--- config.mk ---
export PLATFORM = sky130hd
export DESIGN_NAME = lcd_timing_driver
export DESIGN_NICKNAME = d
export VERILOG_FILES = /design/src/rtl/lcd_timing_driver.sv
export SDC_FILE = /design/constraint.sdc
export NUM_CORES = 1
export LEC_CHECK = 0
export CAP_MARGIN = 20
export CORE_UTILIZATION = 35
export CTS_CLUSTER_SIZE = 30
export DETAILED_ROUTE_END_ITERATION = 10
export PLACE_DENSITY = 0.67
export SYNTH_ARGS = -nofsm -noshare
export SYNTH_HDL_FRONTEND = slang
export SYNTH_SLANG_ARGS = --single-unit
--- constraint.sdc ---
create_clock -name clk -period 3.19 [get_ports clk]
set_clock_uncertainty 0.15 [all_clocks]
set_input_delay 0.319 -clock clk [delete_from_list [all_inputs] [get_ports clk]]
set_output_delay 0.319 -clock clk [all_outputs]
set_load 0.03 [all_outputs]
--- src/rtl/lcd_timing_driver.sv ---
// Raster timing generator and pixel output stage for a 24-bit LCD/VGA panel.
// Define LCD_TEST_PATTERN_EN to replace lcd_data with eight vertical colour bars.
module lcd_timing_driver #(
    parameter int unsigned H_SYNC  = 96,
    parameter int unsigned H_BACK  = 48,
    parameter int unsigned H_DISP  = 640,
    parameter int unsigned H_FRONT = 16,
    parameter int unsigned V_SYNC  = 2,
    parameter int unsigned V_BACK  = 33,
    parameter int unsigned V_DISP  = 480,
    parameter int unsigned V_FRONT = 10
) (
    input  logic        clk,
    input  logic        rst,
    input  logic [23:0] lcd_data,
    output logic        lcd_request,
    output logic [10:0] lcd_xpos,
    output logic [10:0] lcd_ypos,
    output logic        lcd_hs,
    output logic        lcd_vs,
    output logic        lcd_de,
    output logic [23:0] lcd_rgb,
    output logic        frame_start
);
    localparam int unsigned H_TOTAL = H_SYNC + H_BACK + H_DISP + H_FRONT;
    localparam int unsigned V_TOTAL = V_SYNC + V_BACK + V_DISP + V_FRONT;

    localparam logic [10:0] HLast     = 11'(H_TOTAL - 1);
    localparam logic [10:0] VLast     = 11'(V_TOTAL - 1);
    localparam logic [10:0] HSyncEnd  = 11'(H_SYNC);
    localparam logic [10:0] VSyncEnd  = 11'(V_SYNC);
    // Requests lead the horizontal active window by one clock.
    localparam logic [10:0] HReqStart = 11'(H_SYNC + H_BACK - 1);
    localparam logic [10:0] HReqEnd   = 11'(H_SYNC + H_BACK + H_DISP - 1);
    localparam logic [10:0] VActStart = 11'(V_SYNC + V_BACK);
    localparam logic [10:0] VActEnd   = 11'(V_SYNC + V_BACK + V_DISP);

    logic [10:0] hcnt_q, hcnt_d;
    logic [10:0] vcnt_q, vcnt_d;
    logic        hs_q, hs_d;
    logic        vs_q, vs_d;
    logic        de_q;
    logic        fs_q, fs_d;
    logic        h_req, v_act;
    logic [23:0] pixel;

    always_comb begin
        hcnt_d = hcnt_q + 11'd1;
        vcnt_d = vcnt_q;
        if (hcnt_q == HLast) begin
            hcnt_d = '0;
            vcnt_d = (vcnt_q == VLast) ? '0 : vcnt_q + 11'd1;
        end
    end

    always_comb begin
        h_req       = (hcnt_q >= HReqStart) && (hcnt_q < HReqEnd);
        v_act       = (vcnt_q >= VActStart) && (vcnt_q < VActEnd);
        lcd_request = h_req && v_act;
        lcd_xpos    = '0;
        lcd_ypos    = '0;
        if (lcd_request) begin
            lcd_xpos = hcnt_q - HReqStart;
            lcd_ypos = vcnt_q - VActStart;
        end
        hs_d = (hcnt_q >= HSyncEnd);
        vs_d = (vcnt_q >= VSyncEnd);
        fs_d = lcd_request && (lcd_xpos == '0) && (lcd_ypos == '0);
    end

    always_ff @(posedge clk) begin
        if (rst) begin
            hcnt_q <= '0;
            vcnt_q <= '0;
            hs_q   <= 1'b1;
            vs_q   <= 1'b1;
            de_q   <= 1'b0;
            fs_q   <= 1'b0;
        end else begin
            hcnt_q <= hcnt_d;
            vcnt_q <= vcnt_d;
            hs_q   <= hs_d;
            vs_q   <= vs_d;
            de_q   <= lcd_request;
            fs_q   <= fs_d;
        end
    end

`ifdef LCD_TEST_PATTERN_EN
    localparam logic [10:0] BarWidth = 11'(H_DISP / 8);

    logic [10:0] xpos_q;
    logic [10:0] bar;

    always_ff @(posedge clk) begin
        if (rst) begin
            xpos_q <= '0;
        end else begin
            xpos_q <= lcd_xpos;
        end
    end

    always_comb begin
        bar = xpos_q / BarWidth;
        case (bar)
            11'd0:   pixel = 24'hFFFFFF;
            11'd1:   pixel = 24'hFFFF00;
            11'd2:   pixel = 24'h00FFFF;
            11'd3:   pixel = 24'h00FF00;
            11'd4:   pixel = 24'hFF00FF;
            11'd5:   pixel = 24'hFF0000;
            11'd6:   pixel = 24'h0000FF;
            default: pixel = 24'h000000;
        endcase
    end
`else
    assign pixel = lcd_data;
`endif

    assign lcd_hs      = hs_q;
    assign lcd_vs      = vs_q;
    assign lcd_de      = de_q;
    assign frame_start = fs_q;
    assign lcd_rgb     = de_q ? pixel : 24'h0;

endmodule
==> flow_metrics.env <==
export IMPL_hpwl_um=4150
export IMPL_internal_power_mw=0.479
export IMPL_hp_start="hcnt_q[8]"
export IMPL_clockBufferDepth=2
export IMPL_worst_hold_path_endpoint="lcd_hs"
export IMPL_first_pass_iters=4
export IMPL_htreeDepth=1
export IMPL_clockRootBuffer="clkbuf_8"
export IMPL_cts_buffers=3
export IMPL_clockPowerShare_pct=35.7
export IMPL_critPathCaptureType="output port"
export IMPL_first_iter_violations=71
export IMPL_seqPwrFrac_pct=53.9
export IMPL_power_leakage_nw=1.33
export IMPL_r2r_end="frame_start"
export IMPL_die_w_um=77.9
export IMPL_hold_violations=0
export IMPL_grt_overflow=0
export IMPL_netlist_area_um2=2020
export IMPL_num_vias=2109
export IMPL_antenna_cells=0
export IMPL_final_area_um2=2950
export IMPL_syn_inst=272
export IMPL_crit_arrival_ns=2.60
export IMPL_pwr_share_comb_pct=10.4
export IMPL_yosys_top_cells_area="dfxtp_1, nor2_1, xnor2_1"
export IMPL_cts_sinks=26
export IMPL_grt_pass1_wl_um=8940
export IMPL_io_pins=77
export IMPL_required_ns=2.72
export IMPL_routed_wl_um=5470
export IMPL_clk_latency_ns=0.27
export IMPL_yosysTopAreaCellShare_pct=25.8
export IMPL_drtAntennaViolNets=0
export IMPL_cts_resized=1
export IMPL_synth_common_cells="nor2_1, and2_1, dfxtp_1"
export IMPL_final_max_slew_viol_count=0
export IMPL_clk_pin_slew_ns=0.09
export IMPL_maxCapViolations=0
export IMPL_yosysMostFrequentCell="nor2_1"
export IMPL_cts_tree="built"
export IMPL_rr_worst_depth=8
export IMPL_power_density_nw_per_um2=210
export IMPL_postLayoutCoreUtil_pct=53.2
export IMPL_avgSynthCellArea_um2=7.42
export IMPL_core_area_um2=5540
export IMPL_grt_max_degree=26
export IMPL_worst_pin_slew_ns=0.694
export IMPL_nets=377
export IMPL_post_cts_buffers=0
export IMPL_dieHeight_um=77.9
export IMPL_postCtsHoldBufs=0
export IMPL_yosysSeqAreaShare_pct=25.8
export IMPL_syn_nets=303
export IMPL_setup_viol_count_final=0
export IMPL_rsz0062_at_grt="no"
export IMPL_min_period_over_period_pct=96.3
export IMPL_wl_per_cell_um=13.1
export IMPL_max_freq_mhz=326
export IMPL_tns_ns=0
export IMPL_layout_setup_ws_ns=0.119
export IMPL_postPlaceCellArea_um2=2860
export IMPL_place_ws_ns=0.246
export IMPL_num_rows=27
export IMPL_hold_depth=2
export IMPL_dieArea_um2=6070
export IMPL_timing_rr_start="vcnt_q[0]"
export IMPL_ir_drop_uv=109
export IMPL_synth_main_ff_cell="dfxtp_1"
export IMPL_syn2layout_area_growth_pct=46.2
export IMPL_synth_edf_count=0
export IMPL_path_class="reg -> out"
export IMPL_switchingPower_mw=0.140
export IMPL_layout_min_cycle_time_ns=3.07
export IMPL_grt_pass1_vias=1964
export IMPL_grt_usage_pct=18.1
export IMPL_synth_cell_types=50
export IMPL_crit_path_start_kind="flop"
export IMPL_drc=0
export IMPL_antenna_found_initial=0
export IMPL_switching_share_pct=22.6
export IMPL_port_buffers=76
export IMPL_outcome="finished, final reports clean"
export IMPL_synth_top_area_cell="dfxtp_1"
export IMPL_ys_seq_elements=26
export IMPL_maxSlewHeadroom_pct=53.2
export IMPL_gp_congestion=0.843
export IMPL_hp_class="reg -> reg"
export IMPL_start_util_pct=36.4
export IMPL_yosysWarnings=0
export IMPL_cp_max_fo=9
export IMPL_drive_gt1_share_pct=12.2
export IMPL_fill_cells=534
export IMPL_rrSetupSlack_ns=0.88
export IMPL_async_flop_share_pct=0
export IMPL_viasPerCell=5.06
-- state kept, by name, indices dropped and copies added, names as in the netlist --
register / cells
lcd_de: 1
vcnt_q: 11
lcd_vs: 1
hcnt_q: 11
frame_start: 1
lcd_hs: 1
-- per-stage QoR --
stage / cells / total power [mW] / hold slack (ns)
detailed placement: 413 / 0.405 / 0.370
global placement: 413 / 0.405 / 0.359
floorplan: 272 / 0.363 / 0.331
global route: 417 / 0.647 / 0.422
CTS: 417 / 0.623 / 0.395
finish: 417 / 0.618 / 0.387
-- worst max-delay path by stage --
stage          startpoint      endpoint
2_1_floorplan   hcnt_q[0]   lcd_ypos[5]
3_3_place_gp    hcnt_q[7]  lcd_xpos[10]
3_5_place_dp    hcnt_q[7]   lcd_ypos[9]
4_1_cts         hcnt_q[5]   lcd_ypos[9]
5_1_grt         vcnt_q[1]   lcd_request
6_report        vcnt_q[1]   lcd_request
-- cell usage in the layout (no fill, tap or decap), types with 2 or more instances in the layout --
master	count
nand3b_1	2
o31ai_1	2
nor3_1	10
nor2b_1	3
or2_2	2
a21o_1	3
dfxtp_1	24
nor2_1	49
dfxtp_2	2
nor4_1	4
and3_1	2
a21oi_1	4
and4_1	2
xnor2_1	20
buf_4	23
clkbuf_8	4
nand2_1	12
and2_1	27
clkdlybuf4s50_1	58
o21ai_0	6
inv_1	12
nand3_1	12
ha_1	4
xor2_1	11
dlymetal6s2s_1	10
nand4_1	10
-- power groups by stage --
| stage | registers (mW) | logic (mW) | clock network [mW] |
|---|---|---|---|
| final | 0.333 | 0.0641 | 0.221 |
| after global routing | 0.334 | 0.0701 | 0.242 |
| after CTS | 0.333 | 0.0644 | 0.225 |
| after detailed placement | 0.341 | 0.0640 | 0 |
| after global placement | 0.341 | 0.0636 | 0 |
| after floorplan | 0.346 | 0.0171 | 0 |
-- worst max-delay path, stage by stage, from the launching register on --
cell,delay [ns]
dfxtp_1,0.40
a21o_1,0.23
a221oi_1,0.28
o21a_1,0.17
nand4_2,0.26
buf_4,0.27
inv_1,0.05
clkdlybuf4s50_1,0.66
-- area by class of cell --
| cell class | instances | area, um^2 | share of cell area (%) |
|---|---|---|---|
| Multi-Input combinational cell | 212 | 1360 | 46.0 |
| Clock buffer | 4 | 55.1 | 1.87 |
| Timing Repair Buffer | 91 | 878 | 29.8 |
| Sequential cell | 26 | 523 | 17.7 |
| Inverter | 12 | 45.0 | 1.53 |
| Tap cell | 72 | 90.1 | 3.06 |
-- layer usage --
metal | vias up | share of wire, % | routed length [um] | GRT usage, %
met5 | - | 0 | 0 | 0
met4 | 0 | 1.7 | 94 | 6.48
met3 | 11 | 9.8 | 533 | 4.59
met2 | 91 | 43 | 2330 | 29.1
met1 | 951 | 46 | 2510 | 23.2
li1 | 1056 | - | - | -
-- logic make-up after synthesis --
logic type | Yosys count | share of synthesized area (%)
XOR/XNOR | 31 | 13.5
AND/OR/NAND/NOR | 149 | 40.1
adder cells (fa/ha/maj) | 5 | 3.10
buffers and inverters | 34 | 7.07
AO/OA/AOI/OAI | 27 | 10.5
flip-flops | 26 | 25.8
No activity file was read; power rests on OpenSTA's default activity.
==> RTL edit 1 (same settings) <==
Put a register stage on the output `lcd_rgb`, with the module's reset. The value now appears one clock later. The other outputs are not delayed to match.
--- a/src/rtl/lcd_timing_driver.sv
+++ b/src/rtl/lcd_timing_driver.sv
@@ -121,6 +121,12 @@
     assign lcd_vs      = vs_q;
     assign lcd_de      = de_q;
     assign frame_start = fs_q;
-    assign lcd_rgb     = de_q ? pixel : 24'h0;
+    always_ff @(posedge clk) begin
+        if (rst) begin
+            lcd_rgb <= '0;
+        end else begin
+            lcd_rgb <= de_q ? pixel : 24'h0;
+        end
+    end
 
 endmodule
Function: no difference found for any inputs over 10 cycles, from zero or initial values and one cycle with rst high; that may be too few to reach the edited logic, so the function may still have changed.
==> RTL edit 1 against the unedited design <==
Total power grew 99%; sequential power up 90%; sequential share of layout area rose by 9.9 points; final area is 23% higher; worst setup slack improved by 0.013 ns; routed wire length grew 15%; via count increased by 11%; synthesized area grew 25%; sequential cell count grew 24; largest power group unchanged.
==> RTL edit 1: results (changes against the unedited design) <==
Sw Pwr - 233 µW (was 140 µW)
Power Combinational - 58.0 µW (was 64.1 µW)
Mapped Cells - 303 (was 272)
Seq. pwr - 633 µW (was 333 µW)
post-synthesis adder-cell area fraction - 0.0247 (was 0.0310)
total track usage - 0.167 (was 0.181)
# fillers - 649 (was 534)
number of global-route vias before repair - 2118 (was 1964)
largest net degree at the start of global routing - 16 (was 26)
dpl cell area - 3470 µm² (was 2860 µm²)
met1 wire length - 2930 µm (was 2510 µm)
run status - completed (unchanged)
Hold WC Path Type - input port to flop (was flop to flop)
Detailed Place HPWL - 4710 µm (was 4150 µm)
M1 GR Usage - 0.218 (was 0.232)
Worst-Skew Late Latency - 0.31 ns (was 0.27 ns)
final-stage net count - 417 (was 377)
register area share after synthesis - 0.396 (was 0.258)
met3 usage - 0.0370 (was 0.0459)
placed cells - 472 (was 413)
post-CTS resize count - 17 (was 1)
synth unique cells - 45 (was 50)
Routed Wire Length - 6290 µm (was 5470 µm)
fraction of layout cells with a size suffix above 1 - 0.109 (was 0.122)
post-synthesis xor/xnor area fraction - 0.107 (was 0.135)
Largest stage delay, worst path - 0.56 ns (was 0.66 ns)
gpl congestion - 0.910 (was 0.843)
leak pwr - 1.66 nW (was 1.33 nW)
H-tree depth - 2 (was 1)
VDD IR-drop max - 0.165 mV (was 0.109 mV)
met3 WL - 513 µm (was 533 µm)
Vias - 2351 (was 2109)
WL/cell - 13.0 µm (was 13.1 µm)
critical path's top delay family - simple AND/OR/NAND/NOR gates (was buffers and inverters)
CTS buffer count - 5 (was 3)
==> RTL edit 1: worst paths after layout <==
path | slack, ns | start | to
worst min-delay path | 0.42 | lcd_data[14] | lcd_rgb[14]$_SDFF_PP0_
worst max register to register | 0.84 | vcnt_q[0]$_SDFFE_PP0P_ | frame_start$_SDFF_PP0_
worst min register to register | 0.43 | hcnt_q[0]$_SDFF_PP0_ | hcnt_q[0]$_SDFF_PP0_
worst max-delay path | 0.13 | hcnt_q[10]$_SDFF_PP0_ | lcd_ypos[0]
==> RTL edit 1: cell families (layout without fill, tap and decap cells) <==
family          count (synthesis)  count (layout)
compound gates                 26              26
xor+xnor                       31              31
fa+ha+maj                       5               5
buf+inv                        35             119
flops                          50              50
simple gates                  156             156
==> RTL edit 1: cell type report <==
cell class / count / area share
clock buffers: 6 / 0.0228
repair buffers: 102 / 0.263
inverters: 9 / 0.00931
well taps: 96 / 0.0331
multi-input cells: 218 / 0.380
clock inverters: 2 / 0.0166
flip-flops and latches: 50 / 0.276
==> RTL edit 2 (config.mk and constraints unchanged) <==
Without the edit above. The parameter `H_FRONT` goes from 16 to 8.
--- a/src/rtl/lcd_timing_driver.sv
+++ b/src/rtl/lcd_timing_driver.sv
@@ -4,7 +4,7 @@
     parameter int unsigned H_SYNC  = 96,
     parameter int unsigned H_BACK  = 48,
     parameter int unsigned H_DISP  = 640,
-    parameter int unsigned H_FRONT = 16,
+    parameter int unsigned H_FRONT = 8,
     parameter int unsigned V_SYNC  = 2,
     parameter int unsigned V_BACK  = 33,
     parameter int unsigned V_DISP  = 480,
Behaviour: same outputs for any inputs over 10 cycles, from zero or initial values and one cycle with rst high; that may be too few to reach the edited logic, so the function may still have changed.
==> RTL edit 2 against the unedited design <==
Worst hold slack improved by 0.024 ns; non-clock buffer count down 8; maximum frequency rose by 2.9%; sequential cell count unchanged; synthesized area increased by 0.43%; count of clock-buffer cells in the layout down 1; via count is 8.8% lower; first-iteration DRC count up 58%; total power decreased by 5.8%; routed wire length fell by 1.5%; worst setup slack better by 0.088 ns; final cell count shrank 5.3%; final area down 4.1%; critical path type unchanged; critical endpoint is now lcd_ypos[2].
==> RTL edit 2: results (changes against the unedited design) <==
VDD IR-drop max - 0.197 mV (was 0.109 mV)
Via density - 4.87 (was 5.06)
dpl ws - 0.511 ns (was 0.246 ns)
gpl congestion - 0.856 (was 0.843)
largest family of logic cells by synthesized area - simple AND/OR/NAND/NOR gates (unchanged)
Mapped Cells - 253 (was 272)
placed cells - 392 (was 413)
Power Combinational - 57.2 µW (was 64.1 µW)
total track usage - 0.188 (was 0.181)
initial DRC count - 112 (was 71)
WHS Endpoint - hcnt_q[0]$_SDFF_PP0_ (was lcd_hs$_SDFF_PP1_)
initial antenna violation count - 0 (unchanged)
hold_sp - hcnt_q[0]$_SDFF_PP0_ (was hcnt_q[8]$_SDFF_PP0_)
critical path's top delay family - simple AND/OR/NAND/NOR gates (was buffers and inverters)
register area share after synthesis - 0.257 (was 0.258)
# fillers - 559 (was 534)
post-synthesis xor/xnor area fraction - 0.143 (was 0.135)
WL/cell - 13.6 µm (was 13.1 µm)
synth unique cells - 55 (was 50)
leak pwr - 1.12 nW (was 1.33 nW)
R2R cell count - 7 (was 8)
run status - completed (unchanged)
Synth Area in Compound Gates - 0.105 (about the same)
post-synthesis net count - 284 (was 303)
Largest stage delay, worst path - 0.54 ns (was 0.66 ns)
top cells by area, synth - dfxtp_1, and2_1, xnor2_1, xor2_1, nor2_2 (was dfxtp_1, nor2_1, xnor2_1, and2_1, xor2_1)
CTS buffer count - 3 (unchanged)
final-stage net count - 356 (was 377)
Sw Ratio - 0.227 (was 0.226)
Least-Margin Pin Slew - 0.567 ns (was 0.694 ns)
Worst path slowest cell - or4b_1 (was clkdlybuf4s50_1)
Setup crit start - vcnt_q[2]$_SDFFE_PP0P_ (was vcnt_q[1]$_SDFFE_PP0P_)
global routing met2 resource utilization - 0.328 (was 0.291)
Ys Warns - 0 (unchanged)
M1 GR Usage - 0.241 (was 0.232)
Clock power frac - 0.326 (was 0.357)
Detailed Place HPWL - 4230 µm (was 4150 µm)
fraction of layout cells with a size suffix above 1 - 0.195 (was 0.122)
number of global-route vias before repair - 1872 (was 1964)
met3 usage - 0.0372 (was 0.0459)
Crit Path Max Fanout - 14 (was 9)
post-CTS resize count - 0 (was 1)
hold path cells - 1 (was 2)
[RTL edit 2: worst max path at each step]
| stage | to | slack [ns] | cells past startpoint |
|---|---|---|---|
| finish | lcd_ypos[2] | 0.21 | 7 |
| floorplan | lcd_xpos[6] | 0.74 | 6 |
| global placement | lcd_xpos[6] | 0.53 | 7 |
| CTS | lcd_ypos[2] | 0.20 | 7 |
| global route | lcd_ypos[2] | 0.02 | 7 |
| detailed placement | lcd_ypos[2] | 0.51 | 7 |
[RTL edit 2: cell type report]
cell class / instances / area (µm²) / area share
clock buffer: 3 / 41.3 / 0.0146
inverter: 11 / 41.3 / 0.0146
multi-input combinational: 200 / 1380 / 0.487
sequential: 26 / 520 / 0.184
tap: 72 / 90.1 / 0.0319
timing repair buffer: 83 / 756 / 0.267
[RTL edit 2: routing by layer]
metal  vias up  wire, µm
met1       896      2400
met4         0        37
li1        993         -
met3         4       191
met2        31      2750
met5         -         0
